==> src/rtl/button_conditioner.sv <==
// -----------------------------------------------------------------------------
// button_conditioner
//
// Conditions the raw push-button pins before they reach the operand-loading
// controller. Each channel is synchronised into the clk domain and debounced.
// It then provides a clean level plus one-cycle press and release pulses, so
// the controller can load exactly one operand per physical press.
//
// Parameters
//   N               number of independent button channels (>= 1)
//   DEBOUNCE_CYCLES cycles a new level must stay stable before it is accepted
//                   (>= 2; 500000 is 10 ms at 50 MHz)
//   CNT_W           debounce counter width; 2**CNT_W must exceed
//                   DEBOUNCE_CYCLES-1
//
// Ports
//   clk          in   1    system clock; all state updates on the rising edge
//   rst_n        in   1    asynchronous active-low reset
//   btn_raw      in   N    raw, asynchronous, bouncing levels (1 = pressed)
//   btn_level    out  N    debounced level per channel (registered)
//   btn_press    out  N    one-cycle pulse on an accepted 0->1 transition
//   btn_release  out  N    one-cycle pulse on an accepted 1->0 transition
//   state_dbg    out  2*N  debounce FSM state per channel; channel g occupies
//                          bits [2*g+1:2*g], encoded as state_t below
//
// Handshake: there is no valid/ready flow control. btn_level is a plain
// level. btn_press and btn_release are qualifying strobes, each valid for
// exactly the one cycle it is high. The consumer must sample them on every
// clock edge and cannot stall them.
// -----------------------------------------------------------------------------
module button_conditioner #(
    parameter int N               = 2,
    parameter int DEBOUNCE_CYCLES = 500000,
    parameter int CNT_W           = 20
) (
    input  logic           clk,
    input  logic           rst_n,
    input  logic [N-1:0]   btn_raw,
    output logic [N-1:0]   btn_level,
    output logic [N-1:0]   btn_press,
    output logic [N-1:0]   btn_release,
    output logic [2*N-1:0] state_dbg
);

    // RELEASED / PRESSED are the stable states. The *_CHK states count how
    // long the opposite level has been held before it is accepted.
    typedef enum logic [1:0] {
        RELEASED    = 2'd0,
        PRESS_CHK   = 2'd1,
        PRESSED     = 2'd2,
        RELEASE_CHK = 2'd3
    } state_t;

    // Terminal count. The check state is entered with cnt=0, and the edge
    // that sees cnt at this value (with the new level still present) accepts
    // it. That gives DEBOUNCE_CYCLES+1 consecutive qualifying samples at
    // sync2, counting the one that entered the check state.
    localparam logic [CNT_W-1:0] CNT_LAST = CNT_W'(DEBOUNCE_CYCLES - 1);

    for (genvar g = 0; g < N; g++) begin : g_ch

        logic              sync1;
        logic              sync2;
        state_t            state;
        logic [CNT_W-1:0]  cnt;
        logic              level_q;
        logic              press_q;
        logic              release_q;

        // Two-flop synchroniser. btn_raw is asynchronous, so only sync2 is
        // allowed to influence the FSM.
        always_ff @(posedge clk or negedge rst_n) begin
            if (!rst_n) begin
                sync1 <= 1'b0;
                sync2 <= 1'b0;
            end else begin
                sync1 <= btn_raw[g];
                sync2 <= sync1;
            end
        end

        // Debounce FSM with registered outputs. The pulses default low on
        // every edge, so a pulse can never last longer than one cycle. The
        // counter is cleared on every state exit, so it never wraps: the
        // largest value it reaches is CNT_LAST.
        always_ff @(posedge clk or negedge rst_n) begin
            if (!rst_n) begin
                state     <= RELEASED;
                cnt       <= '0;
                level_q   <= 1'b0;
                press_q   <= 1'b0;
                release_q <= 1'b0;
            end else begin
                press_q   <= 1'b0;
                release_q <= 1'b0;

                case (state)
                    RELEASED: begin
                        if (sync2) begin
                            state <= PRESS_CHK;
                            cnt   <= '0;
                        end
                    end

                    PRESS_CHK: begin
                        if (!sync2) begin
                            // Bounce back to the released level: start over
                            // without emitting anything.
                            state <= RELEASED;
                            cnt   <= '0;
                        end else if (cnt == CNT_LAST) begin
                            state   <= PRESSED;
                            cnt     <= '0;
                            level_q <= 1'b1;
                            press_q <= 1'b1;
                        end else begin
                            cnt <= cnt + CNT_W'(1);
                        end
                    end

                    PRESSED: begin
                        if (!sync2) begin
                            state <= RELEASE_CHK;
                            cnt   <= '0;
                        end
                    end

                    RELEASE_CHK: begin
                        if (sync2) begin
                            state <= PRESSED;
                            cnt   <= '0;
                        end else if (cnt == CNT_LAST) begin
                            state     <= RELEASED;
                            cnt       <= '0;
                            level_q   <= 1'b0;
                            release_q <= 1'b1;
                        end else begin
                            cnt <= cnt + CNT_W'(1);
                        end
                    end

                    default: begin
                        // Recovery from a corrupted state register: fall
                        // back to the released state silently.
                        state   <= RELEASED;
                        cnt     <= '0;
                        level_q <= 1'b0;
                    end
                endcase
            end
        end

        assign btn_level[g]         = level_q;
        assign btn_press[g]         = press_q;
        assign btn_release[g]       = release_q;
        assign state_dbg[2*g +: 2]  = state;

    end : g_ch

endmodule

==> config.mk <==
export PLATFORM = sky130hd
export DESIGN_NAME = button_conditioner
export DESIGN_NICKNAME = d
export VERILOG_FILES = /design/src/rtl/button_conditioner.sv
export SDC_FILE = /design/constraint.sdc
export NUM_CORES = 1
export LEC_CHECK = 0
export CAP_MARGIN = 10
export CORE_ASPECT_RATIO = 1.5
export CORE_MARGIN = 2
export CORE_UTILIZATION = 30
export CTS_CLUSTER_SIZE = 24
export DETAILED_ROUTE_END_ITERATION = 16
export PLACE_DENSITY = 0.57
export SYNTH_ARGS = -nofsm -noshare
export SYNTH_HDL_FRONTEND = slang
export SYNTH_SLANG_ARGS = --single-unit
==> constraint.sdc <==
create_clock -name clk -period 2.2 [get_ports clk]
set_input_delay 0.22 -clock clk [delete_from_list [all_inputs] [get_ports clk]]
set_output_delay 0.22 -clock clk [all_outputs]
set_load 0.03 [all_outputs]
==> key figures <==
Status
  – Status: complete, no violations

Placed design
  – DP Cell Count: 417
  – Buffers on Ports: 13
  – Placer Congestion: 0.815
  – Post-DP HPWL: between 4 and 5 mm

Global route
  – Total grt overflow: 0
  – Antenna violations before repair: 0
  – Total GRT Usage: 12.6%
  – Largest net degree at the start of global routing: 55
  – First-pass GRT wire length: 10.4 mm
  – Vias in the first global route: 2180

Min path
  – Worst hold path type: input pin to async pin

Clock network
  – Total CTS buffers: 5
  – CTS sink cnt: 54
  – Post-CTS sizing: 0
  – Post-CTS Setup Bufs: 0
  – Clk buf depth: 2
  – Clk slew on worst S/H paths: approximately 70 ps
  – H-tree depth: 2
  – Hold_buf cts: 0
  – CTS tree: built
  – Root Buffer: clkbuf_16
  – Worst skew pair latency: 290 ps

STA
  – Final Setup Violations: 0
  – Final min period: 2060 ps
  – Relative slew slack: 34.1%
  – Max Clock Skew: about 3.8 ps
  – Max Slew Vio Count: 0
  – RSZ-0062 raised after global routing: no
  – Fmax: 485 MHz
  – Crit share post-route: a little over nine tenths
  – Final Hold Vio Count: 0
  – Setup TNS: 0 ps
  – Worst slew pin tran: about 980 ps

Synth
  – Avg Cell Area, Syn: 9.48 sq um
  – Simple-Gate Fraction of Synth Area: 28.6%
  – Post-synth ARST share: 100%
  – Post-Synthesis Cells: 298
  – Largest family of logic cells by synthesized area: simple AND/OR/NAND/NOR gates
  – Synthesized area: 0.00283 sq mm
  – #FFs+latches synth: 54
  – Synth area leaders: dfrtp_1, nand2_1, nand3_1
  – Yosys cell types: between 50 and 60
  – Synth Area in Adders: 0.885%
  – XOR/XNOR share of the synthesized area: 3.36%
  – Register area share after synthesis: 47.8%
  – Number of synthesized flops with an enable pin: 0
  – Post-synth top area cell: dfrtp_1
  – Synth Net Count: 304
  – Synth Area in Compound Gates: 14.0%
  – Post-synth top flop: dfrtp_1
  – Area share of the largest cell type after synthesis: between 40% and 50%
  – Synth warnings: 0
  – Post-synthesis mux area share: less than 1%
  – Synth top cells by count: dfrtp_1, nand2_1, nand3_1
  – Top-count cell post-synth: dfrtp_1

Setup path
  – CP Launch Point: g_ch[0].cnt[0]
  – WP data required: 2420 ps
  – Critical path data arrival time: approximately 2300 ps
  – Critical Path Sink Type: flip-flop
  – WS Path Type: flip-flop to flip-flop
  – Reg2reg start: g_ch[0].cnt[0]
  – CP startpoint kind: flip-flop
  – Max FO, Critical Path: 12

Die
  – Num rows: 43
  – Die area: 0.0102 sq mm
  – Initial Util: ~31%
  – Die Y-Extent: 123 um
  – Ports: 14
  – Placeable Area: about 0.009 sq mm
  – Die Wd: 83.3 um

Routing
  – DR pass1 iterations: 5
  – Via count: around 2300
  – Drt wl/cell: 14.2 um
  – DRT iter0 DRCs: between 80 and 90
  – DRC violations left: 0
  – Via/cell ratio: roughly 5.3
  – DRT antenna net count: 0
  – DRT Wirelength: 6.06 mm

Power
  – Tot Pwr: 2150 uW
  – LEAKAGE: ~0.0013 uW
  – Peak VDD IR: 0.389 mV
  – Power density cells: roughly 660 mW/mm^2

Cells and area
  – Final Util: 35.5%
  – Layout cells sized above 1: 10.5%
  – Area growth syn-to-layout: 15.4%
  – Non-filler instance count after layout: 425
  – # nets final: 318
  – Antenna fix cells: 0

Job
  – Max-capacitance violation count: 0
stage by stage:
step / setup WS (ps) / area [sq um] / hold slack [ps]
detailed placement: 157 / 3060 / 336
finish: 137 / 3260 / 57.6
global route: 11.3 / 3260 / 131
global placement: 214 / 3060 / 334
CTS: 136 / 3260 / 91.1
floorplan: 324 / 2830 / -75.6
worst max-delay path, cell delays in order (launching register included):
cell	delay, ps
dfrtp_1	420
ha_1	260
and4_1	240
and2_1	200
a21o_1	280
or4_1	500
nand3_1	100
state kept, by name, summed over array words and instances (netlist names), named ones only:
signal	count
g_ch.level_q	2
g_ch.sync2	2
g_ch.press_q	2
g_ch.state	2
g_ch.release_q	2
g_ch.cnt	40
g_ch.sync1	2
cell usage in the layout (no fill, tap or decap), drive strengths merged, types with 4 or more instances in the layout:
cell type	count
nand4	9
inv	13
xnor2	6
o311ai	4
clkdlybuf4s50	12
o21ai	20
nor4	6
and4	4
xor2	4
o211ai	5
dfrtp	54
a21oi	16
clkbuf	6
or3	11
nand3	24
nor3b	6
nor2	15
nor3	10
buf	7
a31oi	4
or4	4
a21o	7
and2	6
nand2	35
per-layer routing:
metal  GRT usage [%]  routed length, um  part of all wire [%]  vias to the layer above
met2            23.9               3330                    55                       28
met4            4.92                104                   1.7                        0
met5               0                  0                     0                        -
met3            2.29                120                   2.0                        7
met1            13.8               2510                    41                     1112
li1                -                  -                     -                     1114
kinds of logic after synthesis:
group | after synthesis
DFF | 54
adders and majority gates | 2
buffers and inverters | 25
and+or+nand+nor | 142
xor gates and xnor gates | 10
AOI/OAI and AO/OA | 63
muxes | 2
final timing paths:
| path | to | slack, ps | cells after the start |
|---|---|---|---|
| worst max-delay path | g_ch[0].cnt[17] | 140 | 6 |
| worst min-delay path | g_ch[1].cnt[17] | 60 | 2 |
| worst max register to register | g_ch[0].cnt[17] | 140 | 6 |
| worst min register to register | g_ch[0].sync2 | 350 | 0 |
| max in group asynchronous | g_ch[1].cnt[7] | 1680 | 2 |
| min in group clk | g_ch[0].sync2 | 350 | 0 |
final cells by class:
cell class,instances,area [sq um]
clock buffer,6,139
clock inverter,2,60.1
fill,931,5940
inverter,13,48.8
multi-input combinational,219,1350
sequential,54,1350
tap,112,140
timing repair buffer,19,170
report_power, final:
group / leakage [uW] / switching, uW / internal, uW
Clock: 0.0000971 / 347 / 683
Sequential: 0.000738 / 14.5 / 1000
Combinational: 0.000486 / 70.5 / 32.1
Total: 0.00132 / 432 / 1720
No activity file was read; power rests on OpenSTA's default activity.
